File: src/rtl/cpu_pkg.sv
`default_nettype none
// +----------------------------------------------------------------------+
// | cpu_pkg : shared RV32 core encodings and the ID/EX control bundle    |
// | Rev 1.0                                                              |
// +----------------------------------------------------------------------+
package cpu_pkg;

  localparam logic [1:0] ALUOP_LDST = 2'b00;
  localparam logic [1:0] ALUOP_BR   = 2'b01;
  localparam logic [1:0] ALUOP_R    = 2'b10;

  localparam logic [6:0] OPC_R      = 7'b0110011;
  localparam logic [6:0] OPC_I      = 7'b0010011;
  localparam logic [6:0] OPC_LOAD   = 7'b0000011;
  localparam logic [6:0] OPC_STORE  = 7'b0100011;
  localparam logic [6:0] OPC_BRANCH = 7'b1100011;

  typedef struct packed {
    logic       RegWrite;
    logic       MemReg;
    logic       MemRead;
    logic       MemWrite;
    logic       ALUSrc;
    logic       Branch;
    logic [1:0] ALUOp;
  } ctrl_t;

  localparam ctrl_t CTRL_NOP = '0;

endpackage
`default_nettype wire

File: src/rtl/id_ex_reg_perf_counter.sv
`default_nettype none
// +----------------------------------------------------------------------+
// | perf_counter : wrap-around event counter, async active-low clear     |
// | Rev 1.0                                                              |
// +----------------------------------------------------------------------+
module perf_counter #(
  parameter int CNT_W = 32
) (
  input  logic             clk_i,
  input  logic             rst_i,
  input  logic             en_i,
  output logic [CNT_W-1:0] cnt_o
);

  logic [CNT_W-1:0] cnt_q;
  logic [CNT_W-1:0] cnt_d;

  always_comb begin
    cnt_d = cnt_q;
    if (en_i) begin
      cnt_d = cnt_q + CNT_W'(1);
    end
  end

  always_ff @(posedge clk_i or negedge rst_i) begin
    if (!rst_i) begin
      cnt_q <= '0;
    end else begin
      cnt_q <= cnt_d;
    end
  end

  assign cnt_o = cnt_q;

endmodule
`default_nettype wire

File: src/rtl/id_ex_reg.sv
`default_nettype none
// +----------------------------------------------------------------------+
// | id_ex_reg : ID/EX pipeline register with stall, flush, perf counters |
// | Rev 1.0                                                              |
// +----------------------------------------------------------------------+
module id_ex_reg
  import cpu_pkg::*;
#(
  parameter int DATA_W = 32,
  parameter int REG_AW = 5,
  parameter int CNT_W  = 32
) (
  input  logic              clk_i,
  input  logic              rst_i,
  input  logic              stall_i,
  input  logic              flush_i,
  input  logic              valid_i,
  input  logic              RegWrite_i,
  input  logic              MemReg_i,
  input  logic              MemRead_i,
  input  logic              MemWrite_i,
  input  logic              ALUSrc_i,
  input  logic              Branch_i,
  input  logic [1:0]        ALUOp_i,
  input  logic [DATA_W-1:0] RS1data_i,
  input  logic [DATA_W-1:0] RS2data_i,
  input  logic [DATA_W-1:0] Imm_i,
  input  logic [9:0]        Funct_i,
  input  logic [REG_AW-1:0] RS1addr_i,
  input  logic [REG_AW-1:0] RS2addr_i,
  input  logic [REG_AW-1:0] RDaddr_i,
  output logic              RegWrite_o,
  output logic              MemReg_o,
  output logic              MemRead_o,
  output logic              MemWrite_o,
  output logic              ALUSrc_o,
  output logic              Branch_o,
  output logic [1:0]        ALUOp_o,
  output logic [DATA_W-1:0] RS1data_o,
  output logic [DATA_W-1:0] RS2data_o,
  output logic [DATA_W-1:0] Imm_o,
  output logic [9:0]        Funct_o,
  output logic [REG_AW-1:0] RS1addr_o,
  output logic [REG_AW-1:0] RS2addr_o,
  output logic [REG_AW-1:0] RDaddr_o,
  output logic              valid_o,
  output logic [CNT_W-1:0]  bubble_cnt_o,
  output logic [CNT_W-1:0]  inst_cnt_o
);

  ctrl_t              ctrl_in;
  ctrl_t              ctrl_q,  ctrl_d;
  logic               valid_q, valid_d;
  logic [DATA_W-1:0]  rs1_q,   rs1_d;
  logic [DATA_W-1:0]  rs2_q,   rs2_d;
  logic [DATA_W-1:0]  imm_q,   imm_d;
  logic [9:0]         funct_q, funct_d;
  logic [REG_AW-1:0]  a1_q,    a1_d;
  logic [REG_AW-1:0]  a2_q,    a2_d;
  logic [REG_AW-1:0]  rd_q,    rd_d;
  logic               bubble_en;
  logic               inst_en;

  always_comb begin
    ctrl_in          = CTRL_NOP;
    ctrl_in.RegWrite = RegWrite_i;
    ctrl_in.MemReg   = MemReg_i;
    ctrl_in.MemRead  = MemRead_i;
    ctrl_in.MemWrite = MemWrite_i;
    ctrl_in.ALUSrc   = ALUSrc_i;
    ctrl_in.Branch   = Branch_i;
    ctrl_in.ALUOp    = ALUOp_i;

    ctrl_d  = ctrl_q;
    valid_d = valid_q;
    rs1_d   = rs1_q;
    rs2_d   = rs2_q;
    imm_d   = imm_q;
    funct_d = funct_q;
    a1_d    = a1_q;
    a2_d    = a2_q;
    rd_d    = rd_q;

    // Flush outranks stall so a squashed instruction can never be held in EX.
    if (flush_i) begin
      ctrl_d  = CTRL_NOP;
      valid_d = 1'b0;
      rs1_d   = '0;
      rs2_d   = '0;
      imm_d   = '0;
      funct_d = '0;
      a1_d    = '0;
      a2_d    = '0;
      rd_d    = '0;
    end else if (!stall_i) begin
      ctrl_d  = ctrl_in;
      valid_d = valid_i;
      rs1_d   = RS1data_i;
      rs2_d   = RS2data_i;
      imm_d   = Imm_i;
      funct_d = Funct_i;
      a1_d    = RS1addr_i;
      a2_d    = RS2addr_i;
      rd_d    = RDaddr_i;
      if (!valid_i) begin
        ctrl_d.RegWrite = 1'b0;
        ctrl_d.MemRead  = 1'b0;
        ctrl_d.MemWrite = 1'b0;
        ctrl_d.Branch   = 1'b0;
      end
    end
  end

  always_ff @(posedge clk_i or negedge rst_i) begin
    if (!rst_i) begin
      ctrl_q  <= CTRL_NOP;
      valid_q <= 1'b0;
      rs1_q   <= '0;
      rs2_q   <= '0;
      imm_q   <= '0;
      funct_q <= '0;
      a1_q    <= '0;
      a2_q    <= '0;
      rd_q    <= '0;
    end else begin
      ctrl_q  <= ctrl_d;
      valid_q <= valid_d;
      rs1_q   <= rs1_d;
      rs2_q   <= rs2_d;
      imm_q   <= imm_d;
      funct_q <= funct_d;
      a1_q    <= a1_d;
      a2_q    <= a2_d;
      rd_q    <= rd_d;
    end
  end

  assign bubble_en = flush_i | (~stall_i & ~valid_i);
  assign inst_en   = ~flush_i & ~stall_i & valid_i;

  perf_counter #(.CNT_W(CNT_W)) u_bubble_cnt (
    .clk_i (clk_i),
    .rst_i (rst_i),
    .en_i  (bubble_en),
    .cnt_o (bubble_cnt_o)
  );

  perf_counter #(.CNT_W(CNT_W)) u_inst_cnt (
    .clk_i (clk_i),
    .rst_i (rst_i),
    .en_i  (inst_en),
    .cnt_o (inst_cnt_o)
  );

  assign RegWrite_o = ctrl_q.RegWrite;
  assign MemReg_o   = ctrl_q.MemReg;
  assign MemRead_o  = ctrl_q.MemRead;
  assign MemWrite_o = ctrl_q.MemWrite;
  assign ALUSrc_o   = ctrl_q.ALUSrc;
  assign Branch_o   = ctrl_q.Branch;
  assign ALUOp_o    = ctrl_q.ALUOp;
  assign RS1data_o  = rs1_q;
  assign RS2data_o  = rs2_q;
  assign Imm_o      = imm_q;
  assign Funct_o    = funct_q;
  assign RS1addr_o  = a1_q;
  assign RS2addr_o  = a2_q;
  assign RDaddr_o   = rd_q;
  assign valid_o    = valid_q;

endmodule
`default_nettype wire
File: config.mk
export PLATFORM = sky130hd
export DESIGN_NAME = id_ex_reg
export DESIGN_NICKNAME = d
export VERILOG_FILES = /design/src/rtl/cpu_pkg.sv /design/src/rtl/id_ex_reg_perf_counter.sv /design/src/rtl/id_ex_reg.sv
export SDC_FILE = /design/constraint.sdc
export NUM_CORES = 1
export LEC_CHECK = 0
export ABC_AREA = 1
export CAP_MARGIN = 5
export CORE_ASPECT_RATIO = 1.2
export CORE_MARGIN = 4
export CORE_UTILIZATION = 23
export CTS_BUF_LIST = sky130_fd_sc_hd__clkbuf_4 sky130_fd_sc_hd__clkbuf_8
export CTS_CLUSTER_SIZE = 14
export DETAILED_ROUTE_END_ITERATION = 12
export MAX_ROUTING_LAYER = met4
export SLEW_MARGIN = 20
export SYNTH_ARGS = -nofsm -noshare
export SYNTH_HDL_FRONTEND = slang
export SYNTH_SLANG_ARGS = --single-unit
File: constraint.sdc
create_clock -name clk_i -period 1.5 [get_ports clk_i]
set_input_delay 0.225 -clock clk_i [delete_from_list [all_inputs] [get_ports clk_i]]
set_output_delay 0.225 -clock clk_i [all_outputs]
set_load 0.01 [all_outputs]
==> results.txt, run 1 <==
Hold Path Class: in2reg
P_int: 8.867 mW
Reg clk slew, reported paths: 0.10 ns
Clock Skew: 0.01167 ns
most common cell after layout, fill and taps aside: nand2_1
final hold violation count: 0
Yosys top cell area share: 57.01%
DR top layer: met4
Core Region: 36230 um2
worst-path fanout max: 2
Final nets: 1575
FMAX: 684.2 MHz
antenna-violating nets left: 0
drt first pass iters: 5
WP buf/inv: 3
Critical-path top delay cell: dfrtp_1
GP Congestion: 0.8680
synthesized flop and latch total: 194
commonest non-fill, non-tap cells in the layout: nand2_1 (383), dfrtp_1 (176), nand3_1 (142)
largest net degree at the start of global routing: 96
Synth area leader: dfrtp_1
fill count: 3694
most frequent CP cell: buf_6
Synth Instances: 987
Worst EP arrival: 1.24 ns
required time of the critical path: 1.27 ns
Area growth syn-to-layout: 63.58%
post-synthesis sequential area ratio: 57.01%
switching share of power: 29.47%
clock root buffer master: clkbuf_8
row count: 76
CP Class: reg2out
DR WL met2: 15410 um
M1 wire length: 12260 um
crit share post-route: 97.44%
Slew Limit Fails: 0
Post-DP HPWL: 21710 um
boundary pin count: 328
total grt overflow: 0
VDD IR-drop max: 0.4910 mV
Net Sw Power: 3.704 mW
drt initial violations: 406
Logic pwr share: 21.6%
pwr dens: 902.5 nW/um2
global-route wire length before repair: 46890 um
H-tree Lvls: 4
worst path cell trace: buf_6 -> buf_6 -> buf_6
port bufs: 327
mean post-synth cell area: 8.628 um2
area of the multi-input gates: 3567 um2
layout cell share with drive strength beyond 1: 20.52%
wire length per cell: 15.67 um
CTS Buffer Depth: 2
Crit path largest cell delay: 0.41 ns
synthesized cell area: 8516 um2
Via density: 4.381
Critical Path Sink Type: output pin
Worst-Skew Late Latency: 0.48 ns
endpoints failing setup: 0
final wirelength: 30100 um
Max-cap violations: 0
CTS Buf Count: 17
critical path startpoint category: register
DRC Markers: 0
relative slew slack: 61.05%
Clock power frac: 32.3%
Starting Density: 23.50%
post-synth net total: 1123
RSZ-0062 raised after global routing: true
Synth area leaders: dfrtp_1 (57%), nand2_1 (18%), nand3_1 (8.8%)
Synth warnings: 0
outcome: finished clean
CTS tree: done
sequential power share: 46.1%
CP delay by family, top: flip-flops
die area: 40180 um2
height of the chip: 218.8 um
Seq. cell area: 4877 um2
Min Clock Period, post-route: 1.462 ns
Distinct cells, synth: 31
GRT Overall Usage: 15.10%
vias in the first global route: 8886
Tot Pwr: 12.57 mW
measured slew at the worst slew-check pin: 0.5842 ns
WL met3: 1809 um
final core utilization: 38.45%
leak pwr: 7.218 nW
die width: 183.7 um
clk sinks: 194
initial antenna violation count: 1
routed vias: 8415
-- cells in the mapped netlist --
cell type and instances:
dfrtp_1 194, xnor2_1 21, nor2_8 1, nand3b_1 11, nand3_2 2, buf_6 1, nand2_2 4, nand3_1 149
o21ai_0 1, nand4_2 1, inv_1 41, nor3_1 7, clkbuf_1 32, o21a_1 1, o21ai_4 1, ha_1 2
nor3b_1 1, nor2_4 6, nor2_2 5, inv_2 2, o21ai_1 2, nor2_1 49, buf_2 1, buf_1 8
a32o_1 4, nand4_1 21, nand2_4 1, o21bai_1 1, nand2_1 398, nor3_2 3, xor2_1 16
-- repair_timing --
action / 4_1_cts / 5_1_grt
gates resized for setup: 297 / 97
endpoints found under the setup margin: 202 / 66
pin swaps: 1 / 28
hold buffers: 1 / 0
buffers inserted: 53 / 12
endpoints found under the hold margin: 34 / 0
gates cloned: 0 / 0
-- worst paths after layout --
kind / to / cells past startpoint / startpoint / slack, ns
worst min-delay path: u_bubble_cnt.cnt_o[1] / 5 / stall_i / 0.23
worst max register to register: u_inst_cnt.cnt_o[25] / 8 / u_inst_cnt.cnt_o[7] / 0.05
max in group asynchronous: MemWrite_o / 3 / rst_i / 0.66
min in group asynchronous: u_inst_cnt.cnt_o[26] / 2 / rst_i / 0.26
worst min register to register: u_bubble_cnt.cnt_o[31] / 2 / u_bubble_cnt.cnt_o[31] / 0.51
worst max-delay path: inst_cnt_o[1] / 3 / u_inst_cnt.cnt_o[1] / 0.04
-- power groups by stage --
stage / clock network [mW] / registers, mW / logic [mW]
4_1_cts: 4.22 / 5.78 / 2.60
3_5_place_dp: 0 / 5.91 / 2.69
5_1_grt: 4.43 / 5.84 / 2.95
2_1_floorplan: 0 / 6.12 / 0.614
6_report: 4.06 / 5.79 / 2.71
3_3_place_gp: 0 / 5.90 / 2.68
-- sequential cells by signal, indices dropped and copies added (netlist names) --
signal              cells
u_bubble_cnt.cnt_o     32
Branch_o                1
RS1data_o              32
ALUOp_o                 2
MemRead_o               1
RS2addr_o               5
RegWrite_o              1
RDaddr_o                5
Funct_o                10
Imm_o                  32
MemWrite_o              1
RS2data_o              32
MemReg_o                1
u_inst_cnt.cnt_o       32
valid_o                 1
RS1addr_o               5
ALUSrc_o                1
-- final cells by class --
cell class,count,area share [%]
Tap cell,468,4.204
Multi-Input combinational cell,708,25.61
Timing Repair Buffer,475,30.58
Inverter,43,1.177
Sequential cell,194,35.01
Clock inverter,15,1.725
Antenna cell,1,0.01796
Clock buffer,17,1.680
-- per-stage QoR --
| step | hold WS [ns] | setup TNS [ns] | worst slack (ns) | instance area [um2] | cells |
|---|---|---|---|---|---|
| after floorplan | -0.07059 | 0 | 0.02326 | 8516 | 987 |
| after global placement | 0.2363 | -40.90 | -0.3374 | 12930 | 1822 |
| after detailed placement | 0.2396 | -41.95 | -0.3941 | 12930 | 1822 |
| after CTS | 0.1392 | -0.02063 | -0.02063 | 13570 | 1908 |
| after global routing | 0.1765 | -0.2592 | -0.05412 | 13930 | 1921 |
| final | 0.2313 | 0 | 0.03834 | 13930 | 1921 |
-- tightest hold or removal path: stages --
cell and delay [ns]:
buf_4 0.17, nand2_1 0.09, nand2_2 0.07, nand2_1 0.07, nand2_1 0.04
-- routing by layer --
layer / GRT usage [%] / vias up
li1: - / 4065
met4: 5.017 / 0
met5: - / -
met1: 17.63 / 4016
met2: 25.78 / 296
met3: 3.399 / 38
-- logic make-up after synthesis --
kind of cell	count (synthesis)	synth area share [%]
AO/OA/AOI/OAI	10	1.014
buffers and inverters	85	3.850
flip-flops	194	57.01
AND/OR/NAND/NOR	659	34.03
adder cells (fa/ha/maj)	2	0.2938
XOR/XNOR	37	3.805
(Power assumes the default switching activity.)
==> run 2: changes to the inputs <==
REMOVE_ABC_BUFFERS = 1   (was unset)
==> run 2 against run 1 <==
  * Worst setup slack lost 0.0030 ns
  * First-iteration DRC count down 6.4%
  * Sequential cell count stayed put
  * Die area is the same
==> results.txt, run 2 (same netlist as run 1, synthesis figures left out) <==
outcome: finished clean
height of the chip: 218.8 um (unchanged)
final core utilization: 38.19% (-0.26 points)
WHS: 0.1462 ns (-0.08515 ns)
GR met2 Demand/Resource: 24.98% (-0.80 points)
final hold violation count: 0 (unchanged)
crit share post-route: 97.64% (+0.20 points)
CTS Buffer Depth: 2 (unchanged)
DRC Markers: 0 (unchanged)
Tot Pwr: 11.86 mW (-5.6%)
boundary pin count: 328 (unchanged)
total grt overflow: 0 (unchanged)
die width: 183.7 um (unchanged)
H-tree Lvls: 4 (unchanged)
met1 GRT Util: 18.58% (+0.94 points)
VDD IR-drop max: 0.3875 mV (-21%)
clock root buffer master: clkbuf_8
Critical Path Sink Type: register
Worst EP arrival: 1.85 ns (+0.61 ns)
Area growth syn-to-layout: 62.49%
most common cell after layout, fill and taps aside: nand2_1
relative slew slack: 74.85% (+14 points)
RSZ-0062 raised after global routing: true
GP Congestion: 0.8437 (-2.8%)
gr busiest metal: met2
drt first pass iters: 4 (-1)
antenna-violating nets left: 0 (unchanged)
measured slew at the worst slew-check pin: 0.3772 ns (-0.2070 ns)
layout cell share with drive strength beyond 1: 20.17% (-0.36 points)
R2R Path Start: u_bubble_cnt.cnt_o[0]
global-route wire length before repair: 47290 um (+0.84%)
Max-cap violations: 0 (unchanged)
vias in the first global route: 8758 (-1.4%)
GRT Overall Usage: 15.32% (+0.22 points)
pwr dens: 857.5 nW/um2 (-5.0%)
FMAX: 682.8 MHz (-0.20%)
Inst Count DP: 1814 (-0.44%)
Hold Path Class: in2async
Worst-Skew Late Latency: 0.50 ns (+0.02 ns)
critical path startpoint category: register
endpoints failing setup: 0 (unchanged)
Via density: 4.348 (-0.74%)
wire length per cell: 15.95 um (+1.8%)
Starting Density: 23.50% (unchanged)
die area: 40180 um2 (unchanged)
Slew Limit Fails: 0 (unchanged)
routed vias: 8335 (-0.95%)
clk sinks: 194 (unchanged)
required time of the critical path: 1.89 ns (+0.62 ns)
port bufs: 327 (unchanged)
Worst Reg-to-Reg Cells: 9 (+1)
final wirelength: 30570 um (+1.6%)
drt initial violations: 380 (-6.4%)
capturing point of the worst reg2reg path: u_bubble_cnt.cnt_o[24]
CTS Buf Count: 17 (unchanged)
met3 usage: 3.714% (+0.31 points)
largest net degree at the start of global routing: 78 (-19%)
R2R setup slack: 0.04 ns (about the same)
commonest non-fill, non-tap cells in the layout: nand2_1 (386), dfrtp_1 (172), nand3_1 (144)
Final nets: 1573 (-0.13%)
Reg clk slew, reported paths: 0.10 ns (about the same)
leak pwr: 7.220 nW (about the same)
CTS tree: done
Min Clock Period, post-route: 1.465 ns (+0.002955 ns)
Post-DP HPWL: 21580 um (-0.63%)
Finished Layout Cells: 1917 (-0.21%)
Core Region: 36230 um2 (unchanged)
Setup TNS: 0 ns (unchanged)
initial antenna violation count: 1 (unchanged)
CP Class: reg2reg
Clock Skew: 0.01153 ns (-0.0001415 ns)
worst-path fanout max: 4 (+2)
row count: 76 (unchanged)
run 2: power by group:
group	total (mW)	leakage, nW	internal (mW)	switching, mW
Sequential	5.81	2.55	5.58	0.232
Clock	3.40	0.186	1.38	2.03
Combinational	2.65	4.48	1.37	1.28
run 2: stage by stage:
stage	setup slack, ns	instance area (um2)
final	0.03539	13840
after global routing	-0.07937	13840
after CTS	-0.02425	13480
after detailed placement	-0.3594	12930
after global placement	-0.3051	12930
after floorplan	-0.5979	8349
run 2: layout make-up:
class / count / area (um2)
fill: 3696 / 22390
sequential: 194 / 4882
timing repair buffer: 473 / 4279
multi-input combinational: 708 / 3563
tap: 468 / 585.6
clock buffer: 19 / 255.2
inverter: 43 / 163.9
clock inverter: 11 / 105.1
antenna: 1 / 2.502
run 2: worst max-delay path by stage:
stage                           startpoint                endpoint  slack, ns
finish               u_bubble_cnt.cnt_o[0]  u_bubble_cnt.cnt_o[24]       0.04
global route           u_inst_cnt.cnt_o[1]    u_inst_cnt.cnt_o[18]      -0.08
CTS                 u_bubble_cnt.cnt_o[20]        bubble_cnt_o[20]      -0.02
detailed placement                 flush_i    u_inst_cnt.cnt_o[22]      -0.36
global placement                   valid_i  u_bubble_cnt.cnt_o[26]      -0.31
floorplan                          flush_i    u_inst_cnt.cnt_o[10]      -0.60
run 2: layer usage:
metal  share of wire (%)  up-vias
li1                    -     4063
met5                   0        -
met4                 2.4        0
met2                  49      281
met3                 6.3       36
met1                  43     3955
run 2: timing repair:
action                     in CTS  in global routing
pin swaps                       2                 33
cloned                          0                  0
setup endpoints to repair     205                 48
buffers inserted               55                 16
hold endpoints to repair      187                  0
hold buffers                    1                  0
gates resized for setup       313                 66
run 2: worst max-delay path, cell delays in order (launching register included):
cell	delay (ns)
dfrtp_1	0.37
ha_2	0.19
inv_2	0.03
nor2_1	0.08
buf_4	0.16
nand3_4	0.11
nor3_4	0.23
nand2_1	0.08
nand2_1	0.06
nand2_1	0.05
==> run 3: changes to the inputs <==
CORE_MARGIN = unset   (was 4)
==> run 3 against run 2 <==
  * First-iteration DRC count shrank 6.1%
  * Sequential cell count unchanged
  * Via count rose by 0.78%
  * Die area shrank 5.9%
  * Hold slack worse by 0.058 ns
  * Wire length fell by 5.5%
  * Non-clock buffer count unchanged
  * Final area fell by 0.15%
  * Clock skew is 0.0099 ns higher
  * Critical path type unchanged
  * Register-to-register slack about the same
  * Critical path depth fell by 1
  * Sequential power about the same
==> results.txt, run 3 (same netlist as run 1, synthesis figures left out) <==
fill count: 3679 (-0.46%)
outcome: finished clean
WP buf/inv: 1 (-1)
drt first pass iters: 4 (unchanged)
Starting Density: 23.50% (unchanged)
CP delay by family, top: simple AND/OR/NAND/NOR gates
relative slew slack: 67.89% (-7.0 points)
final wirelength: 28900 um (-5.5%)
Final nets: 1573 (unchanged)
GRT Overall Usage: 15.88% (+0.56 points)
final core utilization: 38.13% (-0.059 points)
Core Region: 36230 um2 (unchanged)
Worst EP arrival: 1.84 ns (about the same)
wire length per cell: 15.06 um (-5.6%)
worst setup path start: u_bubble_cnt.cnt_o[1]
Worst-Skew Late Latency: 0.50 ns (about the same)
Min Clock Period, post-route: 1.460 ns (-0.004835 ns)
CP Class: reg2reg
H-tree Lvls: 4 (unchanged)
initial antenna violation count: 1 (unchanged)
leak pwr: 7.153 nW (-0.93%)
CTS Buffer Depth: 2 (unchanged)
worst setup margin: 0.04022 ns (+0.004835 ns)
largest net degree at the start of global routing: 91 (+17%)
port bufs: 327 (unchanged)
worst hold start: stall_i
Placement Cell Area: 12860 um2 (-0.56%)
instance count on the critical path: 8 (-1)
R2R setup slack: 0.04 ns (about the same)
GP Congestion: 0.8234 (-2.4%)
CTS Buf Count: 17 (unchanged)
Area growth syn-to-layout: 62.24%
most frequent CP cell: nand2_1
RSZ-0062 raised after global routing: true
Clock Skew: 0.02148 ns (+0.009948 ns)
Critical Path Sink Type: register
Worst Setup EP: u_bubble_cnt.cnt_o[26]
total grt overflow: 0 (unchanged)
area of the multi-input gates: 3555 um2 (-0.25%)
critical path startpoint category: register
Reg clk slew, reported paths: 0.11 ns (about the same)
boundary pin count: 328 (unchanged)
clk sinks: 194 (unchanged)
row count: 76 (unchanged)
Seq. cell area: 4881 um2 (about the same)
commonest non-fill, non-tap cells in the layout: nand2_1 (390), dfrtp_1 (173), nand3_1 (143)
FMAX: 685.0 MHz (+0.33%)
measured slew at the worst slew-check pin: 0.4816 ns (+0.1044 ns)
most common cell after layout, fill and taps aside: nand2_1
pwr dens: 867.5 nW/um2 (+1.2%)
R2R Path Start: u_bubble_cnt.cnt_o[1]
Setup TNS: 0 ns (unchanged)
vias in the first global route: 8405 (-4.0%)
endpoints failing setup: 0 (unchanged)
layout cell share with drive strength beyond 1: 19.93% (-0.23 points)
antenna-violating nets left: 0 (unchanged)
final hold violation count: 0 (unchanged)
height of the chip: 212.8 um (-2.7%)
DRC Markers: 0 (unchanged)
Critical-path top delay cell: dfrtp_1
die area: 37800 um2 (-5.9%)
required time of the critical path: 1.88 ns (about the same)
Hold Path Class: in2reg
Crit path largest cell delay: 0.38 ns (about the same)
capturing point of the worst reg2reg path: u_bubble_cnt.cnt_o[26]
Worst Reg-to-Reg Cells: 8 (-1)
worst path cell trace: ha_2 -> inv_2 -> nor2_4 -> nand4_4 -> nor2_4 -> nand2_1 -> nand2_1 -> nand2_1
global-route wire length before repair: 44730 um (-5.4%)
Via density: 4.377 (+0.67%)
crit share post-route: 97.32% (-0.32 points)
VDD IR-drop max: 0.5145 mV (+33%)
worst-path fanout max: 4 (unchanged)
Slew Limit Fails: 0 (unchanged)
Post-DP HPWL: 20070 um (-7.0%)
CTS tree: done
Place WS: -0.3863 ns (-0.02690 ns)
clock root buffer master: clkbuf_8
Max-cap violations: 0 (unchanged)
drt initial violations: 357 (-6.1%)
die width: 177.7 um (-3.3%)
final instance area: 13820 um2 (-0.15%)
routed vias: 8400 (+0.78%)
==> run 3: metrics by stage <==
step	hold WS, ns	std cells	total power, mW
after floorplan	-0.07059	945	6.664
after global placement	0.2293	1811	8.473
after detailed placement	0.2292	1811	8.498
after CTS	0.02814	1902	11.97
after global routing	0.06127	1919	12.63
final	0.08819	1919	11.98
==> run 3: how the worst min path moves through the flow <==
stage,cells past startpoint,to
floorplan,0,ALUOp_o[0]
CTS,3,Imm_o[27]
finish,3,Imm_o[27]
detailed placement,1,u_inst_cnt.cnt_o[30]
global route,3,Imm_o[27]
global placement,1,u_inst_cnt.cnt_o[30]
==> run 3: routing by layer <==
metal | wire length [um] | up-vias | share of wire (%) | GRT usage (%)
li1 | - | 4066 | - | -
met3 | 1816 | 36 | 6.3 | 3.900
met2 | 14540 | 277 | 50 | 26.35
met1 | 11860 | 4021 | 41 | 18.17
met4 | 673 | 0 | 2.3 | 6.838
met5 | 0 | - | 0 | -
==> run 3: area by class of cell <==
class                           instances  share of cell area, %
Clock buffer                           19                  1.847
Sequential cell                       194                  35.33
Clock inverter                         13                 0.9056
Antenna cell                            1                0.01811
Inverter                               43                  1.186
Timing Repair Buffer                  473                  30.75
Tap cell                              468                  4.238
Multi-Input combinational cell        708                  25.73
==> run 3: power breakdown <==
group	internal, mW	leakage (nW)	switching (mW)
Combinational	1.38	4.41	1.30
Sequential	5.58	2.55	0.219
Clock	1.41	0.190	2.09
Total	8.37	7.15	3.61
==> run 3: repair_timing <==
action,4_1_cts,5_1_grt
hold endpoints to repair,53,0
hold buffers,1,0
pin swaps,1,24
gates resized for setup,321,75
buffers inserted,58,17
setup endpoints to repair,208,72
==> run 3: worst reg2reg max path, cell delays in order, from the launching register on <==
cell and delay (ns):
dfrtp_1 0.38, ha_2 0.20, inv_2 0.05, nor2_4 0.15, nand4_4 0.20, nor2_4 0.19, nand2_1 0.07, nand2_1 0.06
nand2_1 0.05
